`src/rtl/encoder_round_sequencer.sv`:
```
// encoder_round_sequencer
// Top-level scheduler for the matrix encoder. It walks the function blocks in
// fixed order (stage 0 first) for NUM_ROUNDS rounds. It launches one stage at a
// time with a start/done handshake and owns the single state-memory write port.
// It also raises a sticky error on stray completions and on hung stages.
module encoder_round_sequencer #(
  parameter int NUM_STAGES = 5,
  parameter int NUM_ROUNDS = 24,
  parameter int LINE_W     = 25,
  parameter int ADDR_W     = 7,
  parameter int TIMEOUT    = 1023
) (
  input  logic                         clk,
  input  logic                         rst,
  input  logic                         start,
  output logic                         busy,
  output logic                         done,
  output logic                         err,
  output logic [4:0]                   round,
  output logic [2:0]                   stage,
  output logic [NUM_STAGES-1:0]        stage_start,
  input  logic [NUM_STAGES-1:0]        stage_done,
  input  logic [NUM_STAGES-1:0]        stage_we,
  input  logic [NUM_STAGES*ADDR_W-1:0] stage_addr,
  input  logic [NUM_STAGES*LINE_W-1:0] stage_wdata,
  output logic                         mem_we,
  output logic [ADDR_W-1:0]            mem_addr,
  output logic [LINE_W-1:0]            mem_wdata
);

  // The WAIT counter only needs to reach TIMEOUT-1; the timeout fires on that cycle.
  localparam int TO_W = (TIMEOUT < 2) ? 1 : $clog2(TIMEOUT);
  localparam logic [TO_W-1:0] TO_LAST    = TO_W'(TIMEOUT - 1);
  localparam logic [2:0]      LAST_STAGE = 3'(NUM_STAGES - 1);
  localparam logic [4:0]      LAST_ROUND = 5'(NUM_ROUNDS - 1);

  typedef enum logic [2:0] {
    S_IDLE,
    S_LAUNCH,
    S_WAIT,
    S_ADVANCE,
    S_FINISH
  } state_t;

  state_t            r_state;
  logic [4:0]        r_round;
  logic [2:0]        r_stage;
  logic              r_err;
  logic [TO_W-1:0]   r_to_cnt;

  state_t            w_state_nxt;
  logic [4:0]        w_round_nxt;
  logic [2:0]        w_stage_nxt;
  logic              w_err_nxt;
  logic [TO_W-1:0]   w_to_nxt;

  logic [NUM_STAGES-1:0] w_sel;
  logic                  w_sel_done;
  logic                  w_sel_we;
  logic [ADDR_W-1:0]     w_sel_addr;
  logic [LINE_W-1:0]     w_sel_wdata;
  logic                  w_foreign_done;
  logic                  w_in_wait;

  // Decode the active stage: one-hot select plus its done/write request lanes.
  always_comb begin
    w_sel       = '0;
    w_sel_done  = 1'b0;
    w_sel_we    = 1'b0;
    w_sel_addr  = '0;
    w_sel_wdata = '0;
    for (int i = 0; i < NUM_STAGES; i++) begin
      if (r_stage == 3'(i)) begin
        w_sel[i]    = 1'b1;
        w_sel_done  = stage_done[i];
        w_sel_we    = stage_we[i];
        w_sel_addr  = stage_addr[i*ADDR_W +: ADDR_W];
        w_sel_wdata = stage_wdata[i*LINE_W +: LINE_W];
      end
    end
  end

  assign w_foreign_done = |(stage_done & ~w_sel);
  assign w_in_wait      = (r_state == S_WAIT);

  // Next-state logic for the sequencing FSM, round/stage indices, error flag and hang counter.
  always_comb begin
    w_state_nxt = r_state;
    w_round_nxt = r_round;
    w_stage_nxt = r_stage;
    w_err_nxt   = r_err;
    w_to_nxt    = r_to_cnt;

    case (r_state)
      S_IDLE: begin
        if (start) begin
          w_state_nxt = S_LAUNCH;
          w_round_nxt = '0;
          w_stage_nxt = '0;
          w_err_nxt   = 1'b0;
          w_to_nxt    = '0;
        end
      end

      // stage_done is not looked at here, so a level still held by the previous
      // stage can neither complete the new stage nor count as a stray completion.
      S_LAUNCH: begin
        w_state_nxt = S_WAIT;
        w_to_nxt    = '0;
      end

      S_WAIT: begin
        if (w_sel_done) begin
          w_state_nxt = S_ADVANCE;
        end else if (r_to_cnt == TO_LAST) begin
          w_state_nxt = S_IDLE;
          w_err_nxt   = 1'b1;
        end else begin
          w_to_nxt = r_to_cnt + 1'b1;
        end
        if (w_foreign_done) begin
          w_err_nxt = 1'b1;
        end
      end

      S_ADVANCE: begin
        if (r_stage != LAST_STAGE) begin
          w_stage_nxt = r_stage + 3'd1;
          w_state_nxt = S_LAUNCH;
        end else if (r_round != LAST_ROUND) begin
          w_stage_nxt = '0;
          w_round_nxt = r_round + 5'd1;
          w_state_nxt = S_LAUNCH;
        end else begin
          w_state_nxt = S_FINISH;
        end
        if (w_foreign_done) begin
          w_err_nxt = 1'b1;
        end
      end

      S_FINISH: begin
        w_state_nxt = S_IDLE;
      end

      default: begin
        w_state_nxt = S_IDLE;
      end
    endcase

    // Round and stage always read zero while idle.
    if (w_state_nxt == S_IDLE) begin
      w_round_nxt = '0;
      w_stage_nxt = '0;
    end
  end

  // State register with synchronous active-low reset that aborts any sequence in flight.
  always_ff @(posedge clk) begin
    if (!rst) begin
      r_state  <= S_IDLE;
      r_round  <= '0;
      r_stage  <= '0;
      r_err    <= 1'b0;
      r_to_cnt <= '0;
    end else begin
      r_state  <= w_state_nxt;
      r_round  <= w_round_nxt;
      r_stage  <= w_stage_nxt;
      r_err    <= w_err_nxt;
      r_to_cnt <= w_to_nxt;
    end
  end

  // Status and launch outputs are pure decodes of the registered state.
  assign busy        = (r_state != S_IDLE);
  assign done        = (r_state == S_FINISH);
  assign err         = r_err;
  assign round       = r_round;
  assign stage       = r_stage;
  assign stage_start = (r_state == S_LAUNCH) ? w_sel : '0;

  // Write-port arbiter: only the active stage passes, and only while waiting on it.
  assign mem_we    = w_in_wait & w_sel_we;
  assign mem_addr  = w_in_wait ? w_sel_addr  : '0;
  assign mem_wdata = w_in_wait ? w_sel_wdata : '0;

endmodule

```
`config.mk`:
```
export PLATFORM = sky130hd
export DESIGN_NAME = encoder_round_sequencer
export DESIGN_NICKNAME = d
export VERILOG_FILES = /design/src/rtl/encoder_round_sequencer.sv
export SDC_FILE = /design/constraint.sdc
export NUM_CORES = 1
export LEC_CHECK = 0
export ABC_AREA = 1
export BUFFER_PORTS_ARGS = -buffer_cell sky130_fd_sc_hd__buf_2
export CAP_MARGIN = 30
export CORE_MARGIN = 2
export CORE_UTILIZATION = 41
export CTS_CLUSTER_DIAMETER = 150
export DETAILED_ROUTE_END_ITERATION = 8
export PLACE_DENSITY = 0.79
export SLEW_MARGIN = 5
export SYNTH_ARGS = -nofsm -noshare
export SYNTH_HDL_FRONTEND = slang
export SYNTH_SLANG_ARGS = --single-unit
```
`constraint.sdc`:
```
create_clock -name clk -period 2.1 [get_ports clk]
set_input_delay 0.105 -clock clk [delete_from_list [all_inputs] [get_ports clk]]
set_output_delay 0.105 -clock clk [all_outputs]
set_load 0.005 [all_outputs]
```
After elaboration in Yosys (flattened, before gate mapping) --
Cells that the tools add are included. W data, S select, Z words.
Storage, ports and cells: input bits 173, bits in registers 22, output and inout bits 49
Cells by class: reductions and logical operators 13, bitwise operators 4, equal/unequal tests 20, $add $sub $neg 3, muxes and demuxes 52
Operators with widths (number):
- $mux W25 | 6
- $mux W7 | 6
- $mux W10 | 3
- $pmux W10 S3 | 1
- $mux W3 | 8
- $mux W1 | 20
- $mux W5 | 4
- $eq A3 B2 Y1 const B | 4
- $ne A2 B2 Y1 const B | 6
- $pmux W3 S4 | 1
- $add A10 B1 Y10 const B | 1
- $eq A10 B10 Y1 const B | 1
- $pmux W5 S2 | 1
- $logic_not A3 Y1 | 3
- $ne A3 B3 Y1 const B | 3
- $reduce_bool A3 Y1 | 3
- $reduce_and A4 Y1 | 2
- $eq A3 B1 Y1 const B | 2
- $eq A3 B3 Y1 const B | 2
- $pmux W3 S2 | 1
- $add A5 B1 Y5 const B | 1
- $and A5 B5 Y5 | 1
- $ne A5 B5 Y1 const B | 1
- $not A5 Y5 | 1
- 10 further kinds | 10

Logic depth before layout (Yosys ltp) --
Gate-level depths: netlist (run 1).
word-level depth 10, mapped depth 15, gate-level depth less buffers 14

Worst setup path after synthesis (run 1) --
OpenSTA, ideal clock, no wires.
path type register to register, start point register r_stage[2], in the netlist stage[2], end point register r_to_cnt[1], slack 0.299 ns, data arrival time 1.689 ns, cell stages (with the launch flop) 16, buffers on the path 3, clock period less this slack 1.801 ns, library setup time 0.112 ns, data required time 1.988 ns, cell sequence dfxtp_1 buf_4 inv_2 ha_1 buf_2 inv_2 nand2_1 inv_1 nand2_1 nand2_1 nand2_1 nand2_4 nand2_2 buf_6 o21ai_2 nor2_1
Between the ends: word-level cells in the longest chain between the ends 8, elaborated cells between the ends (all ways) 12, those cells by class 5 x eq/ne; 5 x mux; 2 x reduce/logical
RTL lines:
- start, declared | line 47 | logic [2:0] r_stage;
- start signal, assigned | line 169 | r_stage <= w_stage_nxt;
- $logic_not A3 Y1 | line 73 | if (r_stage == 3'(i)) begin
- $mux W1 (4 in series) | line 73
- $mux W1 * | line 73
- $ne A2 B2 Y1 (no line) *
- $reduce_and A4 Y1 (no line) *
- end signal, assigned | line 171 | r_to_cnt <= w_to_nxt;
- end, declared | line 49 | logic [TO_W-1:0] r_to_cnt;
Every way passes the cells marked *; elsewhere a longest branch is shown, timed or not. A chain may end at the register's enable or synchronous reset.

Worst setup path in the final report (run 1) --
start point register r_stage[1], in the netlist stage[1], end point output port mem_wdata[9]
Between the ends: word-level cells in the longest chain between the ends 7, elaborated cells between the ends (all ways) 11, those cells by class 4 x eq/ne; 6 x mux; 1 x reduce/logical
RTL lines:
- $logic_not A3 Y1 | line 73
- $mux W25 (4 in series) | line 73
- $mux W25 * | line 73
- $mux W25 * | line 186 | assign mem_wdata = w_in_wait ? w_sel_wdata : '0;
- end, declared | line 28 | output logic [LINE_W-1:0] mem_wdata
Marked as above.

==> results of run 1 <==
[through the flow]
stage | cell area (um2) | cells
floorplan | 2950 | 503
global placement | 4170 | 798
detailed placement | 4170 | 798
CTS | 4280 | 802
global route | 4540 | 816
finish | 4540 | 816
[cells in the mapped netlist, types with 2 or more instances]
cell                       instances
sky130_fd_sc_hd__nand2_4           2
sky130_fd_sc_hd__inv_1            33
sky130_fd_sc_hd__a21oi_1          18
sky130_fd_sc_hd__nand3_2           3
sky130_fd_sc_hd__o21ai_0          39
sky130_fd_sc_hd__clkbuf_2          3
sky130_fd_sc_hd__o21ai_2           2
sky130_fd_sc_hd__buf_2             3
sky130_fd_sc_hd__a21oi_2           3
sky130_fd_sc_hd__nor3_1            8
sky130_fd_sc_hd__clkbuf_1         24
sky130_fd_sc_hd__nand3_1          89
sky130_fd_sc_hd__nand2_2           7
sky130_fd_sc_hd__xor2_1            5
sky130_fd_sc_hd__xnor2_1           3
sky130_fd_sc_hd__a31oi_1          33
sky130_fd_sc_hd__o21ai_1           2
sky130_fd_sc_hd__nor2_2            2
sky130_fd_sc_hd__inv_2            13
sky130_fd_sc_hd__o211ai_1         33
sky130_fd_sc_hd__buf_1             5
sky130_fd_sc_hd__dfxtp_1          22
sky130_fd_sc_hd__nand2_1         105
sky130_fd_sc_hd__nor2_1           24
sky130_fd_sc_hd__nor2_4            2
sky130_fd_sc_hd__ha_1              8
[state kept, by name, summed over array words and instances, names as in the netlist]
signal	flops
err	1
r_to_cnt	10
r_state	3
stage	3
round	5
[routing by layer]
layer  up-vias  global-route usage [%]
li1       2188                       -
met1      2049                    33.4
met2       308                    49.9
met3        53                    4.76
met4         0                    13.2
met5         -                       0
[worst max-delay path: cells and delay by family (launching register included)]
kind | cells | cell delay [ns]
buf+inv | 5 | 0.53
compound gates | 2 | 0.22
simple gates | 3 | 0.41
fa+ha+maj | 1 | 0.17
flops | 1 | 0.37
[area by class of cell]
class	count	area, um2	share of cell area (%)
Antenna cell	3	7.51	0.165
Clock buffer	3	41.3	0.910
Inverter	46	190	4.19
Multi-Input combinational cell	398	2250	49.6
Sequential cell	22	445	9.82
Tap cell	96	120	2.65
Timing Repair Buffer	248	1480	32.7
[what timing repair did]
| action | 4_1_cts | 5_1_grt |
|---|---|---|
| gates resized for setup | 11 | 35 |
| cloned | 1 | 5 |
| endpoints found under the setup margin | 30 | 41 |
| pin swaps | 1 | 9 |
| buffers inserted | 0 | 6 |
| hold buffers | 0 | 0 |
[power by group]
| group | total [uW] | switching, uW | internal, uW |
|---|---|---|---|
| sequential | 453 | 22.4 | 431 |
| combinational | 791 | 423 | 368 |
| clock | 271 | 142 | 128 |
| total | 1520 | 587 | 928 |
[path summary, 6_finish.rpt]
path / to / cells after the start
max: mem_wdata[9] / 11
min: r_to_cnt[1]$_SDFFE_PN0P_ / 3
max reg2reg: err$_SDFFE_PN0P_ / 10
min reg2reg: err$_SDFFE_PN0P_ / 2
[cell families after synthesis]
family	share of synthesized area [%]
AOI/OAI and AO/OA	28.0
DFF	14.9
adders and majority gates	3.39
buffers and inverters	11.2
muxes	0.339
and+or+nand+nor	39.7
xor gates and xnor gates	2.38
==> impl_results.md, run 1 <==
* Ys flop type: sky130_fd_sc_hd__dfxtp_1
* Number of global-route vias before repair at 3877
* Maxcap violations at 0
* Largest cells by area after synthesis: sky130_fd_sc_hd__nand3_1 (15%), sky130_fd_sc_hd__dfxtp_1 (15%), sky130_fd_sc_hd__nand2_1 (13%), sky130_fd_sc_hd__o211ai_1 (8.4%), sky130_fd_sc_hd__a31oi_1 (7.0%)
* Top Ports at 222
* Number of cells produced by synthesis at 503
* Final Util at 66.0%
* Metal3 WL at 1310 um
* Crit path max-delay cell type: sky130_fd_sc_hd__dfxtp_4
* # DRC at 0
* Detailed-routed wire length on met2 at 6260 um
* Global-route wire length before repair at 17900 um
* Net count, final at 900
* Setup slack at placement at 0.163 ns
* TritonCTS buffer count at 3
* Headroom to the max-slew limit at 67.9%
* Worst-margin pin slew at 0.481 ns
* Aggregate global routing overflow at 0
* Width of the die at 88.8 um
* Port-buffer cells at 221
* Buffers from clock root to sink, at most at 2
* Crit path largest cell delay at 0.37 ns
* Drt first pass iters at 5
* Net count after synthesis at 684
* Post-route clock period utilization at 99.3%
* Total power consumption of the routed design at 1520 uW
* Category of the critical setup timing path: reg2out
* Count of filler cells inserted in the layout at 635
* TritonCTS clock tree: built
* Number of antenna violations at the first check in global routing at 3
* Worst endpoint required time at 2.00 ns
* Clock slew at reported path FFs at 0.08 ns
* Max Fclk at 0.480 GHz
* Distinct cell type count after synthesis at 38
* Pin count of the biggest net entering global routing at 68
* M1 WL at 4930 um
* Tightest hold margin at 0.0890 ns
* Commonest cells after routing, fill and taps aside: sky130_fd_sc_hd__buf_2 (221), sky130_fd_sc_hd__nand2_1 (90), sky130_fd_sc_hd__nand3_1 (87)
* Area of the die at 7890 um2
* Starting DRC count in detailed routing at 275
* Via/cell ratio at 5.63
* Share of the yosys chip area belonging to registers at 14.9%
* Final number of setup-violating endpoints at 0
* Share of post-route cells with drive strength above 1 at 43.7%
* Htree depth at 1
* Result of the run: complete, no violations
* CTS sink cnt at 22
* Cell type contributing the most total cell area after synthesis: sky130_fd_sc_hd__nand3_1
* Setup ws final at 0.0151 ns
* Critical path peak fanout at 8
* Launching point of the worst reg2reg path: stage[0]$_SDFFE_PP0P_
* Crit end category: output pin
* Height of the die at 88.8 um
* Standard-cell row count at 30
* Drt wl/cell at 16.0 um
* Total length of routed wires at 13000 um
* Ys Warns at 0
* WP data arrival at 1.98 ns
* Post-detailed-placement half-perimeter wirelength at 9210 um
* Effective utilization at floorplan at 42.9%
* Number of flops mapped to enable cells by yosys at 0
* Leak Pwr at 0.00223 uW
* Max Clock Skew at 0.00403 ns
* Class of the tightest hold or removal check: in2reg
* Cell at the root of the clock tree: sky130_fd_sc_hd__clkbuf_8
* Synthesized area divided by synthesized cell count at 5.86 um2
* Min-Delay Startpoint: rst
* Flops & latches, synth at 22
* CP Launch Type: flip-flop
* Total via count after detailed routing at 4598
* P&R area growth vs syn at 53.8%
* Source-to-sink clock delay at the later pin of the worst-skew pair at 0.27 ns
* Share of Yosys cell area claimed by the top area cell type at 15.1%
* Critical Path Start: stage[1]$_SDFFE_PP0P_
* FF-to-FF setup slack at 0.17 ns
* Min Clock Period, post-route at 2.08 ns
* Global routing usage summed across all routing layers at 28.4%
* Final hold viol count at 0
* Routability congestion estimate at 0.944
* Number of nets with antenna violations after detailed routing at 0
* Number of max-slew violations in the final report at 0
* Uppermost layer routed: met4
* Peak supply drop at 0.444 mV
* Synth async-reset ratio at 0%
* Commonest non-fill, non-tap cell in the layout: sky130_fd_sc_hd__buf_2
* Cell breakdown of the critical path: inv_4, ha_4, clkinv_8, nor2_4, buf_6, buf_8, nand2_1, nand3_1, o211ai_1, a31oi_1, buf_2
* Core Region at 6870 um2
* RSZ-0062 raised after global routing: yes
* Post-synthesis cell area at 2950 um2
* Cell area power density at 334 nW/um2
* Final TNS setup at 0 ns
(Power assumes the default switching activity.)
==> run 2: changes to the inputs <==
--- a/config.mk
+++ b/config.mk
@@ -9,10 +9,10 @@
 export BUFFER_PORTS_ARGS = -buffer_cell sky130_fd_sc_hd__buf_2
 export CAP_MARGIN = 30
 export CORE_MARGIN = 2
-export CORE_UTILIZATION = 41
+export CORE_UTILIZATION = 35
 export CTS_CLUSTER_DIAMETER = 150
 export DETAILED_ROUTE_END_ITERATION = 8
-export PLACE_DENSITY = 0.79
+export PLACE_DENSITY = 0.69
 export SLEW_MARGIN = 5
 export SYNTH_ARGS = -nofsm -noshare
 export SYNTH_HDL_FRONTEND = slang
==> run 2 against run 1 <==
Against the previous run:
- die area up 16%
- total power rose by 8.1%
- non-clock buffer count increased by 5
- utilization fell by 9.6 points
- via count shrank 1.9%
- flip-flop and latch count unchanged
- clock skew is 0.0036 ns higher
- worst hold slack gained 0.017 ns
- final area is 1.7% higher
- sequential power is essentially flat
- critical endpoint is now mem_addr[6]
==> impl_results.md, run 2 (synthesis gave the netlist of run 1 again) <==
* Result of the run: complete, no violations
* Global routing usage summed across all routing layers at 24.8%
* Total power consumption of the routed design at 1640 uW
* Global-route wire length before repair at 18100 um
* Routability congestion estimate at 0.921
* Starting DRC count in detailed routing at 209
* Worst-margin pin slew at 0.445 ns
* Aggregate global routing overflow at 0
* Via/cell ratio at 5.45
* Met3 Usage GRT at 3.21%
* Number of antenna violations at the first check in global routing at 1
* CP Launch Type: flip-flop
* Drt wl/cell at 16.1 um
* Port-buffer cells at 221
* Buffers from clock root to sink, at most at 2
* Last element of the critical path: mem_addr[6]
* Htree depth at 1
* Max reg flops at 10
* RSZ-0062 raised after global routing: yes
* Post-detailed-placement half-perimeter wirelength at 10000 um
* Leak Pwr at 0.00229 uW
* Headroom to the max-slew limit at 70.3%
* TritonCTS clock tree: built
* Launching point of the worst reg2reg path: stage[1]$_SDFFE_PP0P_
* Ant. Diodes at 0
* Final TNS setup at 0 ns
* Critical Path Start: stage[1]$_SDFFE_PP0P_
* Core Region at 8180 um2
* Effective utilization at floorplan at 36.1%
* Number of global-route vias before repair at 3713
* Met2 capacity usage during global routing at 41.7%
* Clock slew at reported path FFs at 0.09 ns
* Drt first pass iters at 5
* Setup slack at placement at 0.224 ns
* TritonCTS buffer count at 3
* Cell at the root of the clock tree: sky130_fd_sc_hd__clkbuf_8
* Total length of routed wires at 13400 um
* Final hold viol count at 0
* FF-to-FF setup slack at 0.17 ns
* Maxcap violations at 0
* Max Fclk at 0.498 GHz
* Crit end category: output pin
* Number of nets with antenna violations after detailed routing at 0
* Worst endpoint required time at 2.00 ns
* Min Clock Period, post-route at 2.01 ns
* Number of max-slew violations in the final report at 0
* Worst reg2reg path depth at 15
* # DRC at 0
* Final number of setup-violating endpoints at 0
* Final cell area excluding filler cells at 4620 um2
* Standard-cell row count at 33
* Commonest cells after routing, fill and taps aside: sky130_fd_sc_hd__buf_2 (222), sky130_fd_sc_hd__nand2_1 (105), sky130_fd_sc_hd__nand3_1 (87)
* Met1 Resource Use GR at 32.5%
* Total via count after detailed routing at 4509
* Min-Delay Startpoint: rst
* Worst reg2reg path endpoint: err$_SDFFE_PN0P_
* Peak supply drop at 0.435 mV
* Post-route clock period utilization at 95.5%
* Setup ws final at 0.0937 ns
* Width of the die at 95.8 um
* Source-to-sink clock delay at the later pin of the worst-skew pair at 0.27 ns
* Routing layer with the top usage in global route: met2
* Height of the die at 95.8 um
* Count of filler cells inserted in the layout at 796
* Number of hold buffers added after cts at 0
* Final Util at 56.5%
* Commonest non-fill, non-tap cell in the layout: sky130_fd_sc_hd__buf_2
* CTS sink cnt at 22
* Cell area power density at 355 nW/um2
* Critical path peak fanout at 8
* Net count, final at 905
* P&R area growth vs syn at 56.5%
* Category of the critical setup timing path: reg2out
* Top Ports at 222
* Max Clock Skew at 0.00761 ns
* Area of the die at 9180 um2
* Cell area reported after detailed placement at 4240 um2
* Pin count of the biggest net entering global routing at 47
* Class of the tightest hold or removal check: in2reg
* Share of post-route cells with drive strength above 1 at 42.2%
* WP data arrival at 1.90 ns
* Register containing the most flip-flops in the final layout: r_to_cnt
run 2: where the power goes:
group	total (uW)	internal, uW	switching [uW]	leakage, uW
registers	453	431	22.1	0.000179
logic	777	359	418	0.00207
clock network	408	255	153	0.0000357
run 2: cell type report:
cell class              count  area [um2]  share of cell area (%)
clock buffers               3        41.3                   0.895
clock inverters             1        30.0                   0.651
repair buffers            253        1550                    33.6
inverters                  46         183                    3.96
well taps                 105         131                    2.85
multi-input cells         398        2230                    48.4
flip-flops and latches     22         445                    9.65
run 2: critical path, stage by stage, from the launching register on:
cell and delay, ns:
sky130_fd_sc_hd__dfxtp_2 0.36, sky130_fd_sc_hd__inv_4 0.09, sky130_fd_sc_hd__ha_4 0.15, sky130_fd_sc_hd__inv_2 0.04, sky130_fd_sc_hd__nor2_4 0.11, sky130_fd_sc_hd__buf_12 0.13, sky130_fd_sc_hd__buf_12 0.12, sky130_fd_sc_hd__nand3_1 0.06
sky130_fd_sc_hd__nand3_1 0.07, sky130_fd_sc_hd__o211ai_1 0.15, sky130_fd_sc_hd__a31oi_1 0.21, sky130_fd_sc_hd__buf_2 0.13
run 2: worst min path at each step:
stage                               endpoint  depth (start not counted)
floorplan           r_to_cnt[1]$_SDFFE_PN0P_                          2
global placement    r_to_cnt[1]$_SDFFE_PN0P_                          3
detailed placement  r_to_cnt[1]$_SDFFE_PN0P_                          3
CTS                 r_to_cnt[1]$_SDFFE_PN0P_                          3
global route        r_to_cnt[1]$_SDFFE_PN0P_                          3
finish              r_to_cnt[1]$_SDFFE_PN0P_                          3
run 2: stage by stage:
stage          std cells  hold slack (ns)
2_1_floorplan        503            0.213
3_3_place_gp         810            0.390
3_5_place_dp         810            0.384
4_1_cts              818            0.102
5_1_grt              828            0.103
6_report             828            0.106
run 2: layer usage:
layer  part of all wire (%)  up-vias  routed length, um
met4                    3.0        2                405
li1                       -     2190                  -
met5                  0.097        -                 13
met3                    8.6       40               1150
met2                     48      236               6440
met1                     40     2041               5360
run 2: timing repair:
item                       in CTS  in global routing
gates resized for setup         3                 20
gates cloned                    2                  4
setup endpoints to repair      17                 34
setup buffers                   2                  6
pin swaps                       2                  7
==> run 3: changes to the inputs <==
--- a/config.mk
+++ b/config.mk
@@ -8,11 +8,12 @@
 export ABC_AREA = 1
 export BUFFER_PORTS_ARGS = -buffer_cell sky130_fd_sc_hd__buf_2
 export CAP_MARGIN = 30
-export CORE_MARGIN = 2
+export CORE_MARGIN = 4
 export CORE_UTILIZATION = 35
 export CTS_CLUSTER_DIAMETER = 150
 export DETAILED_ROUTE_END_ITERATION = 8
 export PLACE_DENSITY = 0.69
+export SETUP_SLACK_MARGIN = 0.1
 export SLEW_MARGIN = 5
 export SYNTH_ARGS = -nofsm -noshare
 export SYNTH_HDL_FRONTEND = slang
==> run 3 against run 2 <==
Against the previous run:
- wire length up 8.4%
- critical endpoint is now mem_wdata[14]
- maximum frequency up 0.14%
- register-to-register slack gained 0.07 ns
- flip-flop and latch count stayed put
- worst setup slack gained 0.0028 ns
- sequential share of layout area is 0.16 points higher
- utilization down 0.71 points
- count of clock-buffer cells in the layout unchanged
- critical path depth decreased by 1
- worst hold slack is essentially flat
- non-clock buffer count is 3 lower
- first-iteration DRC count increased by 20%
- critical path type unchanged
==> impl_results.md, run 3 (synthesis gave the netlist of run 1 again) <==
* Result of the run: complete, no violations
* Post-Place Cells at 807
* Htree depth at 1
* Clock slew at reported path FFs at 0.08 ns
* Drt wl/cell at 17.6 um
* CP Launch Type: flip-flop
* Critical path peak fanout at 17
* Class of the tightest hold or removal check: in2reg
* Crit end category: output pin
* Peak supply drop at 0.347 mV
* Share of post-route cells with drive strength above 1 at 41.7%
* Global-route wire length before repair at 20800 um
* CP Buf/Inv Count at 4
* Metal3 WL at 1170 um
* Worst-margin pin slew at 0.486 ns
* TritonCTS clock tree: built
* Number of hold buffers added after cts at 0
* Commonest non-fill, non-tap cell in the layout: sky130_fd_sc_hd__buf_2
* Max Fclk at 0.499 GHz
* Category of the critical setup timing path: reg2out
* Area of the die at 9960 um2
* CTS sink cnt at 22
* Setup slack at placement at 0.268 ns
* Routability congestion estimate at 0.966
* M1 WL at 5640 um
* Pin count of the biggest net entering global routing at 68
* Setup ws final at 0.0965 ns
* Total length of routed wires at 14500 um
* Leak Pwr at 0.00225 uW
* Headroom to the max-slew limit at 67.5%
* Switching power as a share of total power at 38.5%
* Final number of setup-violating endpoints at 0
* Final TNS setup at 0 ns
* Max reg flops at 10
* FF-to-FF setup slack at 0.24 ns
* Min Clock Period, post-route at 2.00 ns
* Via/cell ratio at 5.47
* WP data arrival at 1.90 ns
* Internal power of the cells at 950 uW
* Drt first pass iters at 5
* Cell occurring most often along the worst timing path: sky130_fd_sc_hd__nand3_1
* Number of global-route vias before repair at 3980
* TritonCTS buffer count at 3
* Crit path max-delay cell type: sky130_fd_sc_hd__dfxtp_4
* Number of cells in the finished layout apart from fillers at 825
* Post-detailed-placement half-perimeter wirelength at 10800 um
* Width of the die at 99.8 um
* Buffers from clock root to sink, at most at 2
* Net count, final at 902
* Post-route clock period utilization at 95.4%
* Net Switching at 595 uW
* Cell breakdown of the critical path: inv_4, ha_4, inv_2, nor2_4, buf_12, nand3_1, nand3_1, o211ai_1, a31oi_1, buf_2
* # DRC at 0
* Sequential Power Share at 29.2%
* Uppermost layer routed: met4
* Detailed-routed wire length on met2 at 7320 um
* Height of the die at 99.8 um
* Aggregate global routing overflow at 0
* Commonest cells after routing, fill and taps aside: sky130_fd_sc_hd__buf_2 (221), sky130_fd_sc_hd__nand2_1 (105), sky130_fd_sc_hd__nand3_1 (88)
* Worst endpoint required time at 2.00 ns
* Top Ports at 222
* Cell area reported after detailed placement at 4230 um2
* Number of max-slew violations in the final report at 0
* Crit path largest cell delay at 0.37 ns
* P&R area growth vs syn at 55.3%
* Register containing the most flip-flops in the final layout: r_to_cnt
* Effective utilization at floorplan at 35.9%
* Final cell area excluding filler cells at 4580 um2
* Top delay family on crit path: buffers and inverters
* Number of nets with antenna violations after detailed routing at 0
* Core Region at 8220 um2
* Final hold viol count at 0
* Port-buffer cells at 221
* RSZ-0062 raised after global routing: yes
* Source-to-sink clock delay at the later pin of the worst-skew pair at 0.27 ns
* Standard-cell row count at 33
* Cell at the root of the clock tree: sky130_fd_sc_hd__clkbuf_8
* Max Clock Skew at 0.00574 ns
* Share of total power in combinational logic at 53.5%
* Cell area power density at 337 nW/um2
* Maxcap violations at 0
* Proportion of power drawn by the clock network at 17.3%
* Starting DRC count in detailed routing at 251
* Number of antenna violations at the first check in global routing at 0
* Final Util at 55.7%
* Count of filler cells inserted in the layout at 855
* Global routing usage summed across all routing layers at 26.1%
* Total via count after detailed routing at 4515
-- run 3: power by group through the flow --
stage	clock network, uW	logic [uW]	registers (uW)
finish	268	827	451
global route	293	907	454
CTS	271	783	452
detailed placement	0	758	461
global placement	0	756	461
floorplan	0	411	459
-- run 3: path summary, 6_finish.rpt --
kind | cells after the start | startpoint | end
min | 3 | rst | r_to_cnt[1]$_SDFFE_PN0P_
max | 10 | stage[1]$_SDFFE_PP0P_ | mem_wdata[14]
max reg2reg | 10 | stage[0]$_SDFFE_PP0P_ | round[3]$_SDFFE_PP0P_
min reg2reg | 2 | err$_SDFFE_PN0P_ | err$_SDFFE_PN0P_
-- run 3: area by class of cell --
type	instances	area (um2)	share of cell area (%)
Multi-Input combinational cell	398	2210	48.3
Timing Repair Buffer	250	1550	33.9
Sequential cell	22	449	9.81
Inverter	46	190	4.15
Tap cell	105	131	2.87
Clock buffer	3	41.3	0.901
Antenna cell	1	2.50	0.0546
-- run 3: routing by layer --
layer | GRT usage (%) | vias to the layer above
met5 | 0 | -
met4 | 7.46 | 0
met3 | 3.75 | 31
met2 | 45.6 | 237
met1 | 33.2 | 2059
li1 | - | 2188
-- run 3: worst reg2reg max path: cells and delay by family (launching register included) --
family          cells  cell delay [ns]
buf+inv             2             0.19
fa+ha+maj           2             0.43
simple gates        3             0.31
flops               1             0.37
compound gates      3             0.44
-- run 3: repair_timing --
| item | 4_1_cts | 5_1_grt |
|---|---|---|
| resized for setup | 12 | 14 |
| pin swaps | 2 | 7 |
| endpoints found under the setup margin | 32 | 34 |
| gates cloned | 2 | 3 |
| setup buffers | 2 | 7 |
-- run 3: stage by stage --
step | hold WS [ns] | total power (uW)
after CTS | 0.109 | 1510
after floorplan | 0.213 | 870
after global routing | 0.109 | 1650
final | 0.107 | 1550
after global placement | 0.377 | 1220
after detailed placement | 0.390 | 1220
